`src/rtl/vga_capture_if.sv`:
```
// Signal bundle between a VGA scan-out source and vga_capture: video in, framebuffer writes out.
// master = video source / write consumer, slave = the capture block.
interface vga_capture_if;
   logic        vsync;
   logic [3:0]  datar;
   logic [3:0]  datag;
   logic [3:0]  datab;
   logic [1:0]  blank;
   logic        wen;
   logic [11:0] wx;
   logic [11:0] wy;
   logic [11:0] wdata;
   logic        select;
   logic        frame_done;
   logic        overrun;

   modport master (
      output vsync, datar, datag, datab, blank,
      input  wen, wx, wy, wdata, select, frame_done, overrun
   );

   modport slave (
      input  vsync, datar, datag, datab, blank,
      output wen, wx, wy, wdata, select, frame_done, overrun
   );
endinterface

```
`src/rtl/vga_capture.sv`:
```
// Rebuilds pixel coordinates from a VGA signal bundle and emits framebuffer writes plus ping-pong select.
// Optional half-resolution capture when VGA_CAPTURE_DOWNSCALE_EN is defined.
module vga_capture #(
   parameter int MAX_W            = 640,
   parameter int MAX_H            = 480,
   parameter bit VSYNC_ACTIVE_LOW = 1'b1
) (
   input  logic         aclk,
   input  logic         areset,
   vga_capture_if.slave bus
);
   typedef enum logic [1:0] {
      SYNC_WAIT = 2'd0,
      VBLANK    = 2'd1,
      ACTIVE    = 2'd2
   } state_t;

   localparam logic [11:0] XLIM = 12'(MAX_W);
   localparam logic [11:0] YLIM = 12'(MAX_H);
   localparam logic [11:0] SAT  = '1;

   state_t      state_q, state_d;
   logic        vs_r, vs_p;
   logic [1:0]  blank_r, blank_p;
   logic [11:0] pix_r;
   logic [11:0] x, y;
   logic        vs_edge, hb_rise, vb_rise, pix_act;
   logic        in_bounds, dec_ok;
   logic        take, fd, wr, ovr_set;
   logic [11:0] wx_n, wy_n;
   logic        p_wen, p_fd, ovr;
   logic [11:0] p_wx, p_wy, p_wdata;

   // vsync is normalised to active-high at the input register
   always_ff @(posedge aclk) begin
      if (areset) begin
         vs_r    <= 1'b0;
         vs_p    <= 1'b0;
         blank_r <= '0;
         blank_p <= '0;
         pix_r   <= '0;
      end else begin
         vs_r    <= bus.vsync ^ VSYNC_ACTIVE_LOW;
         vs_p    <= vs_r;
         blank_r <= bus.blank;
         blank_p <= blank_r;
         pix_r   <= {bus.datab, bus.datag, bus.datar};
      end
   end

   assign vs_edge = vs_r & ~vs_p;
   assign hb_rise = blank_r[0] & ~blank_p[0];
   assign vb_rise = blank_r[1] & ~blank_p[1];
   assign pix_act = (blank_r == 2'b00);

   // vblank clear takes priority over the hblank line increment
   always_ff @(posedge aclk) begin
      if (areset) begin
         x <= '0;
         y <= '0;
      end else if (vs_edge || vb_rise) begin
         x <= '0;
         y <= '0;
      end else if (hb_rise) begin
         x <= '0;
         if (x != '0 && y != SAT) y <= y + 12'd1;
      end else if (pix_act && x != SAT) begin
         x <= x + 12'd1;
      end
   end

   assign in_bounds = (x < XLIM) && (y < YLIM);

`ifdef VGA_CAPTURE_DOWNSCALE_EN
   assign dec_ok = ~x[0] & ~y[0];
   assign wx_n   = {1'b0, x[11:1]};
   assign wy_n   = {1'b0, y[11:1]};
`else
   assign dec_ok = 1'b1;
   assign wx_n   = x;
   assign wy_n   = y;
`endif

   always_ff @(posedge aclk) begin
      if (areset) state_q <= SYNC_WAIT;
      else        state_q <= state_d;
   end

   always_comb begin
      state_d = state_q;
      take    = 1'b0;
      fd      = 1'b0;
      unique case (state_q)
         SYNC_WAIT: begin
            if (vs_edge) state_d = VBLANK;
         end
         VBLANK: begin
            if (pix_act && !vs_edge) begin
               state_d = ACTIVE;
               take    = 1'b1;
            end
         end
         ACTIVE: begin
            if (vs_edge) begin
               state_d = VBLANK;
            end else if (vb_rise) begin
               fd      = 1'b1;
               state_d = VBLANK;
            end else begin
               take = pix_act;
            end
         end
         default: state_d = SYNC_WAIT;
      endcase
   end

   assign wr      = take & in_bounds & dec_ok;
   assign ovr_set = take & ~in_bounds;

   // Two register stages after the input register give the fixed two-edge latency.
   always_ff @(posedge aclk) begin
      if (areset) begin
         p_wen   <= 1'b0;
         p_fd    <= 1'b0;
         ovr     <= 1'b0;
         p_wx    <= '0;
         p_wy    <= '0;
         p_wdata <= '0;
      end else begin
         p_wen <= wr;
         p_fd  <= fd;
         if (wr) begin
            p_wx    <= wx_n;
            p_wy    <= wy_n;
            p_wdata <= pix_r;
         end
         if (fd)           ovr <= 1'b0;
         else if (ovr_set) ovr <= 1'b1;
      end
   end

   always_ff @(posedge aclk) begin
      if (areset) begin
         bus.wen        <= 1'b0;
         bus.wx         <= '0;
         bus.wy         <= '0;
         bus.wdata      <= '0;
         bus.select     <= 1'b0;
         bus.frame_done <= 1'b0;
         bus.overrun    <= 1'b0;
      end else begin
         bus.wen        <= p_wen;
         bus.wx         <= p_wx;
         bus.wy         <= p_wy;
         bus.wdata      <= p_wdata;
         bus.frame_done <= p_fd;
         bus.overrun    <= ovr;
         if (p_fd) bus.select <= ~bus.select;
      end
   end
endmodule
```
`src/flat_wrapper.sv`:
```
// flat-port wrapper written by rule: the top's interface ports become plain ports
module vga_capture_flat 
#(
   parameter int MAX_W            = 640,
   parameter int MAX_H            = 480,
   parameter bit VSYNC_ACTIVE_LOW = 1'b1
)
  (aclk, areset, bus_vsync, bus_datar, bus_datag, bus_datab, bus_blank, bus_wen, bus_wx, bus_wy, bus_wdata, bus_select, bus_frame_done, bus_overrun);
  vga_capture_if bus_i ();
  input  logic aclk;
  input  logic areset;
  input wire logic [$bits(bus_i.vsync)-1:0] bus_vsync;
  input wire logic [$bits(bus_i.datar)-1:0] bus_datar;
  input wire logic [$bits(bus_i.datag)-1:0] bus_datag;
  input wire logic [$bits(bus_i.datab)-1:0] bus_datab;
  input wire logic [$bits(bus_i.blank)-1:0] bus_blank;
  output wire logic [$bits(bus_i.wen)-1:0] bus_wen;
  output wire logic [$bits(bus_i.wx)-1:0] bus_wx;
  output wire logic [$bits(bus_i.wy)-1:0] bus_wy;
  output wire logic [$bits(bus_i.wdata)-1:0] bus_wdata;
  output wire logic [$bits(bus_i.select)-1:0] bus_select;
  output wire logic [$bits(bus_i.frame_done)-1:0] bus_frame_done;
  output wire logic [$bits(bus_i.overrun)-1:0] bus_overrun;
  assign bus_i.vsync = bus_vsync;
  assign bus_i.datar = bus_datar;
  assign bus_i.datag = bus_datag;
  assign bus_i.datab = bus_datab;
  assign bus_i.blank = bus_blank;
  assign bus_wen = bus_i.wen;
  assign bus_wx = bus_i.wx;
  assign bus_wy = bus_i.wy;
  assign bus_wdata = bus_i.wdata;
  assign bus_select = bus_i.select;
  assign bus_frame_done = bus_i.frame_done;
  assign bus_overrun = bus_i.overrun;
  vga_capture #(.MAX_W(MAX_W), .MAX_H(MAX_H), .VSYNC_ACTIVE_LOW(VSYNC_ACTIVE_LOW)) u_core (.aclk(aclk), .areset(areset), .bus(bus_i));
endmodule
```
`config.mk`:
```
export PLATFORM = sky130hd
export DESIGN_NAME = vga_capture_flat
export DESIGN_NICKNAME = d
export VERILOG_FILES = /design/src/rtl/vga_capture_if.sv /design/src/rtl/vga_capture.sv /design/src/flat_wrapper.sv
export SDC_FILE = /design/constraint.sdc
export NUM_CORES = 1
export LEC_CHECK = 0
export CORE_MARGIN = 4
export CORE_UTILIZATION = 54
export DETAILED_ROUTE_END_ITERATION = 7
export PLACE_DENSITY = 0.8
export REMOVE_ABC_BUFFERS = 1
export SYNTH_ARGS = -nofsm -noshare
export SYNTH_HDL_FRONTEND = slang
export SYNTH_SLANG_ARGS = --single-unit
```
`constraint.sdc`:
```
create_clock -name aclk -period 2.5 [get_ports aclk]
set_input_delay 0.25 -clock aclk [delete_from_list [all_inputs] [get_ports aclk]]
set_output_delay 0.25 -clock aclk [all_outputs]
set_load 0.005 [all_outputs]
```
## Word-level counts from Yosys, hierarchy flattened

Index checks and enable logic that the tools add are counted.

- Register bits: 123

- Order comparisons: 2
- Reduce and logical (&&, ||, !) cells: 14
- Bitwise logic cells: 11
- Equal/unequal tests: 7
- Add/subtract/negate cells: 2
- Muxes and demuxes: 12

Operators with widths:

| kind | count |
|---|---|
| 12-bit by 1-bit adder with 12-bit output (second input constant) | 2 |
| 12-bit inequality test (second input constant) | 2 |
| 12-bit by 10-bit less-than comparator with 1-bit output (second input constant) | 1 |
| 12-bit by 9-bit less-than comparator with 1-bit output (second input constant) | 1 |
| 12-bit nonzero test | 1 |
| 2-bit two-way mux | 4 |
| 1-bit two-way mux | 6 |
| 1-bit inverter | 6 |
| 2-bit case mux with 3 select lines | 1 |
| 1-bit AND | 5 |
| 1-bit logical AND | 4 |
| 2-bit logical NOT | 2 |
| 2-bit by 1-bit inequality test with 1-bit output (second input constant) | 2 |
| 2-bit OR reduction | 2 |
| 3-bit by 1-bit inequality test with 1-bit output (second input constant) | 1 |
| 3-bit AND reduction | 1 |
| 3-bit OR reduction | 1 |
| 2-bit by 1-bit equality test with 1-bit output (second input constant) | 1 |
| 2-bit equality test (second input constant) | 1 |
| 1-bit case mux with 2 select lines | 1 |
| 2-bit AND reduction | 1 |
| 1-bit logical NOT | 1 |
| 1-bit logical OR | 1 |

## Depth between registers and ports, before layout

- Depth in word-level cells: 7
- Gate-level depth with buffers: 9
- Depth with buffers taken out: 7

## Worst setup path after synthesis

Ideal clock, no wire load.

- Kind: flip-flop to flip-flop
- Start point: register u_core.x[0], in the netlist u_core.wx_n[0]
- End point: register u_core.y[7], in the netlist u_core.wy_n[7]
- Setup slack: 0.741 ns
- Library setup time: 0.070 ns
- Path buffers: 1
- Required time: 2.430 ns
- Cell stages (with the launch flop): 9
- Arrival: 1.689 ns
- Clock period less this slack: 1.759 ns
- Cells stage by stage: dfxtp_1 -> inv_1 -> ha_1 -> nor4b_2 -> a31oi_4 -> nand2b_1 -> buf_2 -> or3_1 -> a21oi_1

- Word-level cells in the longest chain between the ends: 3

RTL lines:

| element | RTL line | text |
|---|---|---|
| start, declared | vga_capture.sv:26 | `logic [11:0] x, y;` |
| start signal, assigned | vga_capture.sv:68 | `x <= x + 12'd1;` |
| 12-bit nonzero test | vga_capture.sv:66 | `if (x != '0 && y != SAT) y <= y + 12'd1;` |
| 1-bit logical AND | vga_capture.sv:66 |  |
| 2-bit AND reduction (no source line) | n/a |  |
| end signal, assigned | vga_capture.sv:66 |  |
| end, declared | vga_capture.sv:26 |  |

Every way passes these cells.
A chain may end at the register's enable or synchronous reset.

## Final worst setup path

- Start point: register u_core.state_q[1]
- End point: register u_core.p_wx[3]

- Word-level cells in the longest chain between the ends: 3

RTL lines:

| element | RTL line | text |
|---|---|---|
| start, declared | vga_capture.sv:22 | `state_t state_q, state_d;` |
| start signal, assigned | vga_capture.sv:86 | `else state_q <= state_d;` |
| 2-bit equality test / 2-bit by 1-bit equality test with 1-bit output (equally long branches) | vga_capture.sv:93 | `unique case (state_q)` |
| 1-bit case mux with 2 select lines (*) | vga_capture.sv:93 |  |
| 1-bit AND (*) | vga_capture.sv:117 | `assign wr = take & in_bounds & dec_ok;` |
| end signal, assigned | vga_capture.sv:133 | `p_wx <= wx_n;` |
| end, declared | vga_capture.sv:32 | `logic [11:0] p_wx, p_wy, p_wdata;` |

Mark *: on every way between the ends. The rest lies on a longest branch, timed or not.

==> metrics.txt <==
dominant cell type by area after synthesis dfxtp_1; initial core utilization 56.31%; maximum number of pins on one net before global-route repair 70; final clock period utilization by the worst path 80.56%; CP arrival 2.45 ns; GR Util All Layers 17.34%; time the final worst path needs with I/O delays and setup 2.014 ns; Final Routed Wirelength 8081 um; Final Instance Area 5466 um2; I/O pins 57; worst-case headroom to the max-slew limit 54.23%; Max-Cap Viols 0; number of DRC markers after the initial detailed-route iteration 101; max-slew violation count 0; first-pass GRT wire length 13660 um; synthesized area 4397 um2; type of the setup path with the least slack flip-flop to flip-flop; GRT overflow 0; last weighted congestion value of the routability-driven placer 0.8400; via density per instance 5.100; H-tree level count 4; detailed-routing iteration count for the pre-antenna-repair pass 5; Max Clock Skew 0.007057 ns; Synth Register Bits 123; Synth top area share 56.00%; Yosys warnings 0; maximum clock rate 496.5 MHz; placement-stage cell area 4917 um2; fraction of layout instances using a drive strength above 1 10.06%; class of the most critical hold timing path input port to flip-flop; Tightest Pin Transition 0.6865 ns; most frequent cells in the layout dfxtp_1 (123), nand2_1 (77), nor2b_1 (58), clkdlybuf4s50_1 (55), nor2_1 (28); Tot Pwr 4.446 mW; final layout net count 528; DRC violations left 0; CORE AREA 7807 um2; clock root buffer clkbuf_8; WL per Instance 13.05 um; Clock Sinks 123; distinct cell type count of the synthesized netlist 48; Required @ worst endpoint 2.94 ns; setup repair after global routing missed its margin false; number of vias after detailed routing 3157; number of buffer cells added on primary ports 56; quantity of gates resized following cts 0; Die Y-Extent 98.24 um; cell row count 32; number of antenna violations at the first check in global routing 0; Syn Inst Count 453; post-CTS setup buffers 0; number of hold-repair buffers added at the cts stage 0; Reg clk slew, reported paths 0.06 ns; leakage power 1.911 nW; post-detailed-placement half-perimeter wirelength 5052 um; commonest non-fill, non-tap cell in the layout dfxtp_1; Synth area leaders dfxtp_1 (56%), nor2b_1 (8.3%), nand2_1 (6.6%), a21oi_1 (2.8%), nor2_1 (2.4%); total setup violations reported at the end of the flow 0; post-route setup TNS 0 ns; synthesis-to-layout area growth 24.33%; part of the Yosys area used for sequential elements 56.00%; worst-skew pair later-pin latency 0.51 ns; power density over the cells 813.2 nW/um2; Crit Path Max Fanout 31; area of the die 9650 um2; kind of start point of the critical path flip-flop; Horiz. Die Dim 98.24 um; Antenna Diode Count 0; capturing element type of the critical path flip-flop; total CTS buffers 17; number of hold violations in the final report 0; result of the run finished clean; synthesized area per cell 9.706 um2; number of nets with antenna violations after detailed routing 0; via count of the first global-routing pass 3048; Max rail drop VDD 0.5923 mV; number of buffers between clock root and the deepest sink 2; clock tree from TritonCTS yes
[metrics by stage]
| step | util, % | setup slack (ns) | cells | hold WS, ns |
|---|---|---|---|---|
| after floorplan | - | 0.5117 | 427 | 0.3124 |
| after global placement | 62.98 | 0.6058 | 588 | 0.4197 |
| after detailed placement | 62.98 | 0.5392 | 588 | 0.4271 |
| after CTS | 70.02 | 0.4849 | 619 | 0.1170 |
| after global routing | 70.02 | 0.2624 | 619 | 0.1254 |
| final | 70.02 | 0.4861 | 619 | 0.1319 |
[path summary, 6_finish.rpt]
path,startpoint,to,slack (ns),cells past startpoint
hold / removal,areset,u_core.bus.select$_SDFFE_PP0P_,0.13,2
setup / recovery,u_core.state_q[1]$_SDFFE_PP0P_,u_core.p_wx[3]$_SDFFE_PP0P_,0.49,8
hold reg to reg,u_core.pix_r[7]$_SDFF_PP0_,u_core.p_wdata[7]$_SDFFE_PP0P_,0.43,2
setup reg to reg,u_core.state_q[1]$_SDFFE_PP0P_,u_core.p_wx[3]$_SDFFE_PP0P_,0.49,8
[cell families (layout without fill, tap and decap cells)]
kind of cell | count (synthesis) | in the layout | synth area share [%]
AO/OA/AOI/OAI | 54 | 54 | 8.196
XOR/XNOR | 16 | 16 | 3.187
adder cells (fa/ha/maj) | 6 | 6 | 1.707
buffers and inverters | 33 | 97 | 4.866
flip-flops | 123 | 123 | 56.00
multiplexers | 2 | 2 | 0.4553
AND/OR/NAND/NOR | 219 | 219 | 25.58
[Yosys cell counts (all sizes together)]
cell type,n
clkbuf,15
nand3,11
a311oi,1
nor4b,2
o31ai,1
or3,3
o21ai,7
nor3,7
nand2,77
nor2,29
mux2i,2
o211ai,2
nand4b,1
nand3b,1
or4,3
or2,1
nor3b,1
nand2b,4
a21oi,36
a31oi,2
ha,6
nor4,4
a2111oi,1
o41a,1
clkdlybuf4s15,1
and2,5
buf,8
dfxtp,123
inv,7
o32ai,1
nor2b,58
xnor2,5
and4,4
a211oi,1
bufbuf,1
nand4,8
a221oi,1
xor2,11
dlygate4sd3,1
[per-layer routing]
layer  GRT usage (%)  routed length (um)
met5               0                   0
met4           7.668                  97
met3           5.214                 394
met2           30.79                4076
met1           19.07                3513
[registers in the layout (all words and copies together), names as in the netlist]
signal                 flops
u_core.p_wdata            12
u_core.bus.wdata          12
u_core.bus.wx             12
u_core.bus.frame_done      1
u_core.pix_r              12
u_core.blank_r             2
u_core.p_wx               12
u_core.blank_p             2
u_core.p_wy               12
u_core.p_fd                1
u_core.wx_n               12
u_core.bus.wen             1
u_core.state_q             2
u_core.bus.select          1
u_core.bus.overrun         1
u_core.bus.wy             12
u_core.p_wen               1
u_core.vs_r                1
u_core.wy_n               12
u_core.vs_p                1
u_core.ovr                 1
[report_power, final]
| part | switching [mW] | internal (mW) | leakage (nW) |
|---|---|---|---|
| registers | 0.0193 | 2.00 | 0.996 |
| logic | 0.140 | 0.0916 | 0.660 |
| clock network | 0.854 | 1.34 | 0.255 |
| total | 1.01 | 3.43 | 1.91 |
[worst max-delay path, stage by stage, from the launching register on]
cell and delay (ns):
dfxtp_1 0.36, inv_1 0.08, ha_1 0.27, o21ai_0 0.07, nor3_1 0.34, and4_1 0.25
buf_4 0.32, nand2_1 0.11, a21oi_2 0.13
[cell type report]
cell class	instances	area, um2
Clock buffer	18	427.9
Tap cell	102	127.6
Fill cell	606	2341
Timing Repair Buffer	59	580.6
Inverter	7	26.28
Sequential cell	123	2462
Multi-Input combinational cell	297	1720
Clock inverter	13	121.4
(Power assumes the default switching activity.)
